File: config.mk
export PLATFORM = sky130hd
export DESIGN_NAME = seg7_scan_ctrl
export DESIGN_NICKNAME = d
export VERILOG_FILES = /design/src/rtl/seg7_scan_ctrl.sv
export SDC_FILE = /design/constraint.sdc
export NUM_CORES = 1
export LEC_CHECK = 0
export ABC_AREA = 1
export BUFFER_PORTS_ARGS = -buffer_cell sky130_fd_sc_hd__buf_4
export CORE_AREA = 2 2 150 152
export CTS_CLUSTER_DIAMETER = 150
export CTS_CLUSTER_SIZE = 8
export DETAILED_ROUTE_END_ITERATION = 8
export DIE_AREA = 0 0 152 154
export PLACE_DENSITY = 0.39
export RECOVER_POWER = 50
export SYNTH_ARGS = -nofsm -noshare
export SYNTH_HDL_FRONTEND = slang
export SYNTH_SLANG_ARGS = --single-unit
File: constraint.sdc
create_clock -name Clk -period 3.1 [get_ports Clk]
set_input_delay 0.62 -clock Clk [delete_from_list [all_inputs] [get_ports Clk]]
set_output_delay 0.62 -clock Clk [all_outputs]
set_load 0.005 [all_outputs]
File: src/rtl/seg7_scan_ctrl.sv
// Eight-digit seven-segment scan controller with a frame-aligned display buffer.
// Supports blanking and leading-zero suppression. Outputs are registered and active-low.
module seg7_scan_ctrl #(
   parameter int PRESCALE = 100000
) (
   input  logic        Clk,
   input  logic        Reset,
   input  logic        Load,
   input  logic [31:0] Data,
   input  logic        Blank,
   input  logic        LZB,
   output logic        Pending,
   output logic [6:0]  out7,
   output logic [7:0]  en_out
);

   localparam int PW = (PRESCALE > 1) ? $clog2(PRESCALE) : 1;
   localparam logic [PW-1:0] PRE_MAX = PW'(PRESCALE - 1);

   logic [PW-1:0] r_pre;
   logic [2:0]    r_idx;
   logic [31:0]   r_shadow;
   logic [31:0]   r_disp;
   logic          r_pending;
   logic [6:0]    r_out7;
   logic [7:0]    r_en_out;

   logic          w_tick;
   logic          w_commit;
   logic [31:0]   w_upper;
   logic [3:0]    w_nib;
   logic          w_dark;
   logic [6:0]    w_glyph;

   // Active-high abcdefg pattern for one hex digit.
   function automatic logic [6:0] glyph(input logic [3:0] nib);
      case (nib)
         4'h0: glyph = 7'b1111110;
         4'h1: glyph = 7'b0110000;
         4'h2: glyph = 7'b1101101;
         4'h3: glyph = 7'b1111001;
         4'h4: glyph = 7'b0110011;
         4'h5: glyph = 7'b1011011;
         4'h6: glyph = 7'b1011111;
         4'h7: glyph = 7'b1110000;
         4'h8: glyph = 7'b1111111;
         4'h9: glyph = 7'b1111011;
         4'hA: glyph = 7'b1110111;
         4'hB: glyph = 7'b0011111;
         4'hC: glyph = 7'b1001110;
         4'hD: glyph = 7'b0111101;
         4'hE: glyph = 7'b1001111;
         default: glyph = 7'b1000111;
      endcase
   endfunction

   always_comb begin
      w_tick   = (r_pre == PRE_MAX);
      w_commit = w_tick && (r_idx == 3'd7) && r_pending;
      // Digits at and above idx; zero means this digit is a leading zero.
      w_upper  = r_disp >> {r_idx, 2'b00};
      w_nib    = w_upper[3:0];
      w_dark   = Blank || (LZB && (r_idx != 3'd0) && (w_upper == 32'd0));
      w_glyph  = glyph(w_nib);
   end

   always_ff @(posedge Clk or posedge Reset) begin
      if (Reset) begin
         r_pre     <= '0;
         r_idx     <= 3'd0;
         r_shadow  <= 32'd0;
         r_disp    <= 32'd0;
         r_pending <= 1'b0;
         r_out7    <= 7'h7F;
         r_en_out  <= 8'hFF;
      end else begin
         if (w_tick) begin
            r_pre <= '0;
            r_idx <= r_idx + 3'd1;
         end else begin
            r_pre <= r_pre + PW'(1);
         end

         // A commit reads the old shadow; a same-cycle Load refills it and stays pending.
         if (w_commit)
            r_disp <= r_shadow;
         if (Load) begin
            r_shadow  <= Data;
            r_pending <= 1'b1;
         end else if (w_commit) begin
            r_pending <= 1'b0;
         end

         if (w_dark) begin
            r_en_out <= 8'hFF;
            r_out7   <= 7'h7F;
         end else begin
            r_en_out <= ~(8'h01 << r_idx);
            r_out7   <= ~w_glyph;
         end
      end
   end

   assign Pending = r_pending;
   assign out7    = r_out7;
   assign en_out  = r_en_out;

endmodule

==> results by group, run 1 <==
Status
  • Status: finished, violations left
  • Failing checks: capacitance limit, slew limit

Floorplan
  • Core ar.: 21,690 um2
  • Starting Density: 24.84%
  • Rows: 54
  • DIE HEIGHT: 154 um
  • Die Wd: 152 um
  • # IOs: 53
  • Full die area: 23,410 um2

Critical path
  • Worst-path fanout max: 16
  • Critical path arrival: 2.99 ns
  • Buf/Inv on CP: 2
  • CP Class: flop to flop
  • CP max-delay cell: dfrtp_1
  • WP data required: 3.38 ns
  • Slowest cell delay on critical path: 0.57 ns
  • CP delay by family, top: simple AND/OR/NAND/NOR gates
  • CP endpoint kind: flop
  • Critical Path, Cell by Cell: inv_2, nand3_1, nand3_1, nand2_1, inv_1, ha_1, nand2_1, nor2_1, nand2_1, nor3_1, nand2_2, nor2_4, nand3_4, nand3_1
  • Setup crit start kind: flop

Synthesis
  • Adder-cell area share of the yosys netlist: 3.019%
  • Syn_area_per_cell: 7.923 um2
  • Yosys Warn Count: 0
  • Mux share of post-synthesis cell area: 0%
  • Compound-cell area share of the yosys netlist: 7.641%
  • Mapped Nets: 730
  • Xor/xnor share of the synthesized area: 1.138%
  • Synth unique cells: 38
  • Largest family of logic cells by synthesized area: simple AND/OR/NAND/NOR gates
  • Post-synthesis cell count: 680
  • Synth Area in Simple Gates: 28.91%
  • Sequential fraction of the synthesis area: 46.80%
  • #FFs+latches synth: 100
  • Cell Area, Synth: 5388 um2

Clock tree
  • Post_cts resized: 0
  • H-tree levels: 3
  • Worst-case clock buffer depth: 2
  • Number of setup buffers added after CTS: 0
  • Clock Tree Root: clkbuf_16
  • Cts-stage hold buffer count: 0
  • Clock slew at reported path FFs: 0.07 ns
  • Clock sinks: 100
  • TritonCTS clock tree: yes
  • CTS Buf Count: 9
  • Worst skew pair latency: 0.35 ns

Cells and area
  • Most frequent cells in the layout: nand2_1, inv_1, dfrtp_1
  • Final #Nets: 773
  • Ratio of cells with drive above 1 in the final layout: 16.76%
  • Antenna Cells: 0
  • Most common cell after layout, fill and taps aside: nand2_1
  • Syn-to-layout area delta: 17.19%
  • Final instance area: 6314 um2
  • Filler instances: 2,395

Drt
  • Routed WL per cell: 12.79 um
  • Total wire length: 12.89 mm
  • WL met2: 5.681 mm
  • DR DRC count: 0
  • Top layer in use: met4
  • DRT iter0 DRCs: 227
  • Met1 wire length: 6.590 mm
  • Via density: 4.163
  • WL met3: 360 um
  • Vias: 4,196
  • Detail Route Antenna Nets: 0
  • Drt pass-1 iters: 4

Placement
  • PortBufs: 52
  • Area after DPL: 6015 um2
  • Placer Congestion: 0.7879
  • Final HPWL DP: 9.787 mm

STA
  • Fmax achieved: 369.4 MHz
  • Setup Skew: 0.007579 ns
  • # setup viols final: 0
  • Sum Neg Setup Slack: 0 ns
  • Final period util: 87.31%
  • Unrepaired setup endpoints after global routing: false
  • Final Hold Fails: 0
  • Slew @ Worst Pin: 2.222 ns
  • Final Max Tran Viols: 66
  • Max-slew headroom: -48.11%
  • Tmin final: 2.707 ns

Global route
  • Vias in the first global route: 4,361
  • All-Layer GR Usage: 11.66%
  • Largest net degree at the start of global routing: 66
  • Initial antenna violation count: 0
  • Remaining Overflow, GRT: 0
  • First-pass GRT wire length: 22.06 mm

Run
  • Max Cap Violations: 1

Worst hold path
  • Worst hold path type: primary input to async pin

Pwr
  • Pwr dens: 433.5 nW/um2
  • Leakage: 3.297 nW
  • Maximum VDD drop: 0.2205 mV
[state kept, by name, summed over array words and instances (netlist names)]
register  cells
en_out        8
Pending       1
r_pre        17
r_shadow     32
r_disp       32
r_idx         3
out7          7
[kinds of logic (layout without fill, tap and decap cells)]
family | after synthesis | after routing
compound gates | 78 | 78
xor+xnor | 7 | 7
fa+ha+maj | 13 | 13
buf+inv | 155 | 203
flops | 100 | 100
simple gates | 327 | 327
[Yosys cell counts (all sizes together)]
master	count	area share (%)
o211a	1	0.19
nor2	56	4.3
ha	13	3.0
nand2	177	13
nand3b	6	1.1
buf	15	2.6
clkbuf	12	0.84
clkinv	1	0.070
a21o	1	0.14
o21bai	1	0.14
and2	1	0.14
xor2	7	1.1
nor4	2	0.23
nand3	52	6.4
o21ai	45	4.2
nor3	13	1.4
a21oi	27	2.5
dfrtp	85	39
nand4	20	2.6
o211ai	3	0.42
dfstp	15	7.3
inv	127	9.0
[cell type report]
class	instances	area, um2	share of cell area [%]
Clock inverter	4	71.32	1.130
Inverter	128	491.7	7.788
Tap cell	280	350.3	5.549
Timing Repair Buffer	59	429.2	6.797
Sequential cell	100	2521	39.93
Clock buffer	12	256.5	4.063
Multi-Input combinational cell	425	2193	34.74
[routing by layer]
layer  GRT usage, %  up-vias
li1               -     2200
met1          16.13     1921
met2          17.93       62
met3          1.945       13
met4          5.207        0
met5              0        -
[power breakdown]
part | switching [W] | internal [W] | leakage, nW | total, W
registers | 0.00000990 | 0.00135 | 1.27 | 0.00136
clock network | 0.000490 | 0.000749 | 0.156 | 0.00124
logic | 0.0000821 | 0.0000549 | 1.87 | 0.000137
total | 0.000582 | 0.00215 | 3.30 | 0.00274
[metrics by stage]
step / total power (W) / worst slack (ns) / std cells / utilization [%] / hold WS (ns)
after floorplan: 0.001457 / 0.8244 / 680 / - / 0.4329
after global placement: 0.001527 / 0.4792 / 992 / 27.73 / 0.4487
after detailed placement: 0.001531 / 0.3616 / 992 / 27.73 / 0.4612
after CTS: 0.002799 / 0.3447 / 1008 / 29.24 / 0.2696
after global routing: 0.002872 / 0.01571 / 1008 / 29.11 / 0.4310
final: 0.002737 / 0.3933 / 1008 / 29.11 / 0.3758
[path summary, 6_finish.rpt]
| kind | from | endpoint | slack [ns] | cells past startpoint |
|---|---|---|---|---|
| setup / recovery | r_idx[1]$_DFFE_PP0N_ | en_out[0]$_DFF_PP1_ | 0.39 | 14 |
| min in group Clk | r_pre[0]$_DFF_PP0_ | r_pre[0]$_DFF_PP0_ | 0.46 | 1 |
| hold reg to reg | r_pre[0]$_DFF_PP0_ | r_pre[0]$_DFF_PP0_ | 0.46 | 1 |
| hold / removal | Reset | r_pre[13]$_DFF_PP0_ | 0.38 | 2 |
| max in group asynchronous | Reset | r_disp[19]$_DFFE_PP0P_ | 1.21 | 3 |
| setup reg to reg | r_idx[1]$_DFFE_PP0N_ | en_out[0]$_DFF_PP1_ | 0.39 | 14 |
Note: power is estimated with default switching activity, not from simulation.
==> run 2: changes to the inputs <==
- PLACE_DENSITY: 0.39 -> 0.38
- clock period: 3.1 -> 2.9 ns (I/O delays scaled with it)
==> run 2 against run 1 <==
- the run now ends clean
- sequential power grew 7%
- setup slack lost 0.048 ns
- clock-buffer cell count down 3
- design area did not move
- core utilization unchanged
- combinational power up 6%
- final cell count rose by 0.20%
==> results by group, run 2 (synthesis results as in run 1) <==
Status
  • Status: finished, final reports clean

Floorplan
  • Full die area: 23,410 um2 (unchanged)
  • Rows: 54 (unchanged)
  • Starting Density: 24.84% (unchanged)
  • Core ar.: 21,690 um2 (unchanged)
  • # IOs: 53 (unchanged)
  • Die Wd: 152 um (unchanged)
  • DIE HEIGHT: 154 um (unchanged)

Cells and area
  • Largest regs: r_disp (32), r_shadow (32), r_pre (17)
  • Ratio of cells with drive above 1 in the final layout: 17.95% (+1.2 points)
  • Final std cells w/o fill: 1,010 (+0.20%)
  • Antenna Cells: 0 (unchanged)
  • Most frequent cells in the layout: nand2_1, inv_1, dfrtp_1
  • Most common cell after layout, fill and taps aside: nand2_1
  • Final #Nets: 777 (+0.52%)
  • Syn-to-layout area delta: 17.19% (unchanged)

Drt
  • Detail Route Antenna Nets: 0 (unchanged)
  • Total wire length: 12.68 mm (-1.6%)
  • Drt pass-1 iters: 5 (+1)
  • Routed WL per cell: 12.56 um (-1.8%)
  • DR DRC count: 0 (unchanged)
  • Via density: 4.175 (+0.30%)
  • DRT iter0 DRCs: 183 (-19%)
  • Vias: 4,217 (+0.50%)

Clock tree
  • Clock Tree Root: clkbuf_16
  • Number of setup buffers added after CTS: 0 (unchanged)
  • Clock slew at reported path FFs: 0.07 ns (about the same)
  • TritonCTS clock tree: yes
  • Worst-case clock buffer depth: 2 (unchanged)
  • Worst skew pair latency: 0.36 ns (about the same)
  • H-tree levels: 3 (unchanged)
  • Cts-stage hold buffer count: 0 (unchanged)
  • Clock sinks: 100 (unchanged)
  • CTS Buf Count: 9 (unchanged)

STA
  • Final Max Tran Viols: 0 (-100%)
  • Sum Neg Setup Slack: 0 ns (unchanged)
  • Setup Skew: 0.01183 ns (+0.004251 ns)
  • Unrepaired setup endpoints after global routing: false
  • Final period util: 88.08% (+0.76 points)
  • Final Hold Fails: 0 (unchanged)
  • Fmax achieved: 391.5 MHz (+6.0%)
  • Worst hold slack: 0.4097 ns (+0.03387 ns)
  • Tmin final: 2.554 ns (-0.1525 ns)
  • Max-slew headroom: 12.92% (+61 points)
  • Slew @ Worst Pin: 1.306 ns (-0.9154 ns)
  • # setup viols final: 0 (unchanged)

Pwr
  • Pwr dens: 440.5 nW/um2 (+1.6%)
  • Switching share of total power: 22.44% (+1.2 points)
  • Clk pwr share: 42.5% (-2.8 points)
  • Leakage: 3.305 nW (+0.23%)
  • Comb power frac: 5.2% (+0.2 points)
  • Net Sw Power: 0.0006241 W (+7.2%)
  • Maximum VDD drop: 0.2468 mV (+12%)
  • Sequential power share: 52.3% (+2.6 points)
  • Overall power: 0.002781 W (+1.6%)
  • Cell Int Power: 0.002157 W (+0.12%)

Global route
  • Remaining Overflow, GRT: 0 (unchanged)
  • Vias in the first global route: 4,176 (-4.2%)
  • Initial antenna violation count: 0 (unchanged)
  • Largest net degree at the start of global routing: 94 (+42%)
  • All-Layer GR Usage: 11.28% (-0.38 points)
  • First-pass GRT wire length: 21.38 mm (-3.1%)

Critical path
  • CP Class: flop to flop
  • WP data required: 3.18 ns (-0.20 ns)
  • Worst-path fanout max: 15 (-1)
  • CP endpoint kind: flop
  • Critical path arrival: 2.83 ns (-0.16 ns)
  • Setup crit start kind: flop

Placement
  • Placer Congestion: 0.8223 (+4.4%)
  • Final HPWL DP: 9.381 mm (-4.2%)
  • PortBufs: 52 (unchanged)
  • Placed insts: 996 (+0.40%)

Run
  • Max Cap Violations: 0 (-1)

Worst hold path
  • Worst hold path type: primary input to async pin
==> run 2: changes by cell type in the layout (fill, tap and decap cells not counted) <==
| cell | before | now |
|---|---|---|
| buf_4 | 54 | 60 |
| bufinv_16 | 2 | 1 |
| clkbuf_1 | 4 | 0 |
| clkbuf_4 | 1 | 2 |
| clkbuf_8 | 2 | 0 |
| clkinv_1 | 2 | 1 |
| clkinv_2 | 0 | 2 |
| clkinvlp_4 | 1 | 2 |
| dfrtp_1 | 85 | 84 |
| dfrtp_2 | 0 | 1 |
| nor3_1 | 11 | 10 |
| nor3_2 | 2 | 3 |
==> run 2: layout make-up <==
type / count / area, um2
Timing Repair Buffer: 63 / 470.5
Clock inverter: 5 / 55.05
Inverter: 128 / 491.7
Multi-Input combinational cell: 425 / 2198
Sequential cell: 100 / 2522
Tap cell: 280 / 350.3
Clock buffer: 9 / 225.2
Fill cell: 2347 / 15370
==> run 2: layer usage <==
metal  global-route usage [%]  up-vias  share of wire, %
li1                         -     2200                 -
met1                    15.77     1938                51
met2                    17.14       67                44
met3                    1.945       12               3.2
met4                    4.940        0               2.0
met5                        0        -                 0
==> run 2: power by group through the flow <==
stage / Combinational [W] / Clock [W] / Sequential, W
final: 0.000145 / 0.00118 / 0.00145
after global routing: 0.000173 / 0.00128 / 0.00146
after CTS: 0.000155 / 0.00123 / 0.00145
after detailed placement: 0.000155 / 0 / 0.00148
after global placement: 0.000151 / 0 / 0.00148
after floorplan: 0.0000791 / 0 / 0.00148
==> run 2: worst max-delay path, stage by stage (launching register included) <==
cell	delay [ns]
dfrtp_2	0.52
buf_4	0.21
buf_4	0.17
nand2_1	0.09
nand3_1	0.10
nand3_1	0.09
nand2_1	0.07
inv_1	0.10
ha_1	0.16
nand2_1	0.06
nor2_1	0.10
nand2_1	0.07
nor3_2	0.18
nand2_2	0.08
nor2_4	0.10
nand3_4	0.22
nand3_1	0.15
==> run 2: final timing paths <==
kind	start	to	slack [ns]	cells past startpoint
worst max-delay path	r_idx[0]$_DFFE_PP0N_	en_out[0]$_DFF_PP1_	0.35	16
worst min-delay path	Reset	out7[4]$_DFF_PP1_	0.41	2
worst max register to register	r_idx[0]$_DFFE_PP0N_	en_out[0]$_DFF_PP1_	0.35	16
worst min register to register	r_pre[0]$_DFF_PP0_	r_pre[0]$_DFF_PP0_	0.46	1
max in group asynchronous	Reset	r_idx[0]$_DFFE_PP0N_	1.05	3
min in group Clk	Data[3]	r_shadow[3]$_DFFE_PP0P_	0.43	3
==> run 2: what timing repair did <==
action                                  4_1_cts  5_1_grt
endpoints found under the setup margin        0       15
hold endpoints to repair                      0        0
resized for setup                             0        2
==> run 2: stage by stage <==
step,cell area [um2],setup WS (ns),utilization (%)
after detailed placement,6045,0.1634,27.87
after CTS,6325,0.1289,29.16
after floorplan,5391,0.6244,-
after global placement,6045,0.2942,27.87
after global routing,6314,0.03490,29.11
final,6314,0.3458,29.11
==> run 3: changes to the inputs <==
- CORE_AREA: 2 2 150 152 -> 2 2 120 122
- DIE_AREA: 0 0 152 154 -> 0 0 122 124
- PLACE_DENSITY: 0.38 -> 0.55
- SKIP_LAST_GASP: default -> 1
==> run 3 against run 2 <==
- sequential share of layout area up 0.84 points
- total power up 1.6%
- highest routed layer unchanged
- the run now ends with capacitance limit, slew limit left
- critical path type unchanged
- first-iteration DRC count down 13%
==> results by group, run 3 (synthesis results as in run 1) <==
Status
  • Status: finished, violations left
  • Failing checks: capacitance limit, slew limit

Global route
  • Remaining Overflow, GRT: 0 (unchanged)
  • Vias in the first global route: 3,873 (-7.3%)
  • All-Layer GR Usage: 15.53% (+4.2 points)
  • Initial antenna violation count: 0 (unchanged)
  • Largest net degree at the start of global routing: 66 (-30%)
  • First-pass GRT wire length: 18.59 mm (-13%)

Clock tree
  • H-tree levels: 3 (unchanged)
  • Cts-stage hold buffer count: 0 (unchanged)
  • Worst skew pair latency: 0.35 ns (about the same)
  • Post_cts resized: 0 (unchanged)
  • Clock slew at reported path FFs: 0.07 ns (about the same)
  • Clock Tree Root: clkbuf_16
  • Clock sinks: 100 (unchanged)
  • Worst-case clock buffer depth: 2 (unchanged)
  • Number of setup buffers added after CTS: 0 (unchanged)
  • TritonCTS clock tree: yes
  • CTS Buf Count: 9 (unchanged)

Critical path
  • CP endpoint kind: flop
  • CP Class: flop to flop
  • WP data required: 3.18 ns (about the same)
  • Worst r2r dst: en_out[7]$_DFF_PP1_
  • Critical path arrival: 2.86 ns (+0.03 ns)
  • Worst-path fanout max: 20 (+5)
  • Worst r2r src: r_idx[0]$_DFFE_PP0N_
  • Reg2Reg Setup Slack: 0.32 ns (-0.03 ns)
  • R2R depth: 15 (-1)
  • Setup crit start kind: flop

Drt
  • Routed WL per cell: 12.29 um (-2.2%)
  • Detail Route Antenna Nets: 0 (unchanged)
  • Vias: 4,222 (+0.12%)
  • Total wire length: 11.18 mm (-12%)
  • DR DRC count: 0 (unchanged)
  • Drt pass-1 iters: 5 (unchanged)
  • Via density: 4.640 (+11%)
  • DRT iter0 DRCs: 159 (-13%)

Run
  • Max Cap Violations: 1 (+1)

STA
  • Max-slew headroom: -47.85% (-61 points)
  • Sum Neg Setup Slack: 0 ns (unchanged)
  • Final period util: 89.04% (+0.96 points)
  • Setup Skew: 0.008169 ns (-0.003660 ns)
  • Fmax achieved: 387.3 MHz (-1.1%)
  • Unrepaired setup endpoints after global routing: false
  • Slew @ Worst Pin: 2.218 ns (+0.9115 ns)
  • Final Hold Fails: 0 (unchanged)
  • # setup viols final: 0 (unchanged)
  • Tmin final: 2.582 ns (+0.02782 ns)
  • Final Max Tran Viols: 66 (+66)

Cells and area
  • Antenna Cells: 0 (unchanged)
  • Final #Nets: 775 (-0.26%)
  • Largest regs: r_disp (32), r_shadow (32), r_pre (17)
  • Most common cell after layout, fill and taps aside: nand2_1
  • Syn-to-layout area delta: 14.89%
  • Ratio of cells with drive above 1 in the final layout: 17.67% (-0.27 points)
  • Most frequent cells in the layout: nand2_1, inv_1, dfrtp_1

Placement
  • PortBufs: 52 (unchanged)
  • Final HPWL DP: 8.228 mm (-12%)
  • Placer Congestion: 0.9226 (+12%)

Floorplan
  • Starting Density: 39.27% (+14 points)
  • Full die area: 15,130 um2 (-35%)
  • Core ar.: 13,720 um2 (-37%)
  • Die Wd: 122 um (-20%)
  • Rows: 43 (-20%)
  • DIE HEIGHT: 124 um (-19%)
  • # IOs: 53 (unchanged)

Pwr
  • Cell Int Power: 0.002180 W (+1.1%)
  • Leakage: 3.302 nW (about the same)
  • Pwr dens: 456.5 nW/um2 (+3.6%)
  • Comb power frac: 5.1% (about the same)
  • Switching share of total power: 22.85% (+0.41 points)
  • Net Sw Power: 0.0006456 W (+3.4%)
  • Clk pwr share: 43.5% (+1.0 points)
  • Maximum VDD drop: 0.2575 mV (+4.3%)
  • Sequential power share: 51.4% (-0.9 points)
  • Overall power: 0.002825 W (+1.6%)

Worst hold path
  • Worst hold path type: primary input to async pin
## run 3: changes by cell type in the layout (fill, tap and decap cells not counted)
cell / change
clkbuf_2: +1
inv_6: +1
clkbuf_4: -1
inv_8: +1
dfrtp_4: +1
clkinv_2: -1
clkinvlp_4: -1
buf_4: -3
dfrtp_2: -1
clkbuf_1: +2
clkinv_4: +1
## run 3: critical path, cell delays in order (launching register included)
cell     delay [ns]
dfrtp_4        0.58
buf_4          0.21
nand2_1        0.09
nand3_1        0.11
nand3_1        0.11
nand2_1        0.15
inv_1          0.14
ha_1           0.17
nand2_1        0.06
nor2_1         0.11
nand2_1        0.07
nor3_2         0.17
nand2_2        0.08
nor2_4         0.10
nand3_4        0.21
nand3_1        0.15
## run 3: final cells by class
type                    instances  area (um2)
fillers                      1405        7530
well taps                     180       225.2
multi-input cells             425        2198
inverters                     128       491.7
repair buffers                 61       449.2
flip-flops and latches        100        2525
clock inverters                 6       71.32
clock buffers                  10       229.0
## run 3: routing by layer
layer | global-route usage, % | part of all wire (%) | up-vias
met3 | 3.297 | 3.5 | 11
met2 | 22.91 | 43 | 62
met5 | 0 | 0 | -
met1 | 22.29 | 52 | 1945
met4 | 6.034 | 1.5 | 0
li1 | - | - | 2204
## run 3: worst max path at each step
stage / startpoint / endpoint / slack [ns]
2_1_floorplan: r_idx[0]$_DFFE_PP0N_ / en_out[4]$_DFF_PP1_ / 0.62
5_1_grt: r_idx[0]$_DFFE_PP0N_ / en_out[2]$_DFF_PP1_ / 0.03
3_5_place_dp: r_idx[0]$_DFFE_PP0N_ / en_out[2]$_DFF_PP1_ / 0.14
6_report: r_idx[0]$_DFFE_PP0N_ / en_out[7]$_DFF_PP1_ / 0.32
4_1_cts: r_idx[0]$_DFFE_PP0N_ / en_out[2]$_DFF_PP1_ / 0.11
3_3_place_gp: r_idx[0]$_DFFE_PP0N_ / out7[6]$_DFF_PP1_ / 0.32
## run 3: stage by stage
stage	worst slack (ns)	utilization [%]	cell area (um2)	std cells	hold WS [ns]
global placement	0.3194	43.04	5904	894	0.4495
detailed placement	0.1436	43.04	5904	894	0.4652
finish	0.3179	45.12	6190	910	0.3500
floorplan	0.6244	-	5391	680	0.4329
CTS	0.1056	45.23	6205	910	0.2477
global route	0.03182	45.12	6190	910	0.4244
## run 3: power groups by stage
stage | Combinational, W | Clock (W) | Sequential (W)
2_1_floorplan | 0.0000791 | 0 | 0.00148
3_3_place_gp | 0.000147 | 0 | 0.00148
3_5_place_dp | 0.000150 | 0 | 0.00148
4_1_cts | 0.000151 | 0.00126 | 0.00145
5_1_grt | 0.000169 | 0.00132 | 0.00146
6_report | 0.000144 | 0.00123 | 0.00145
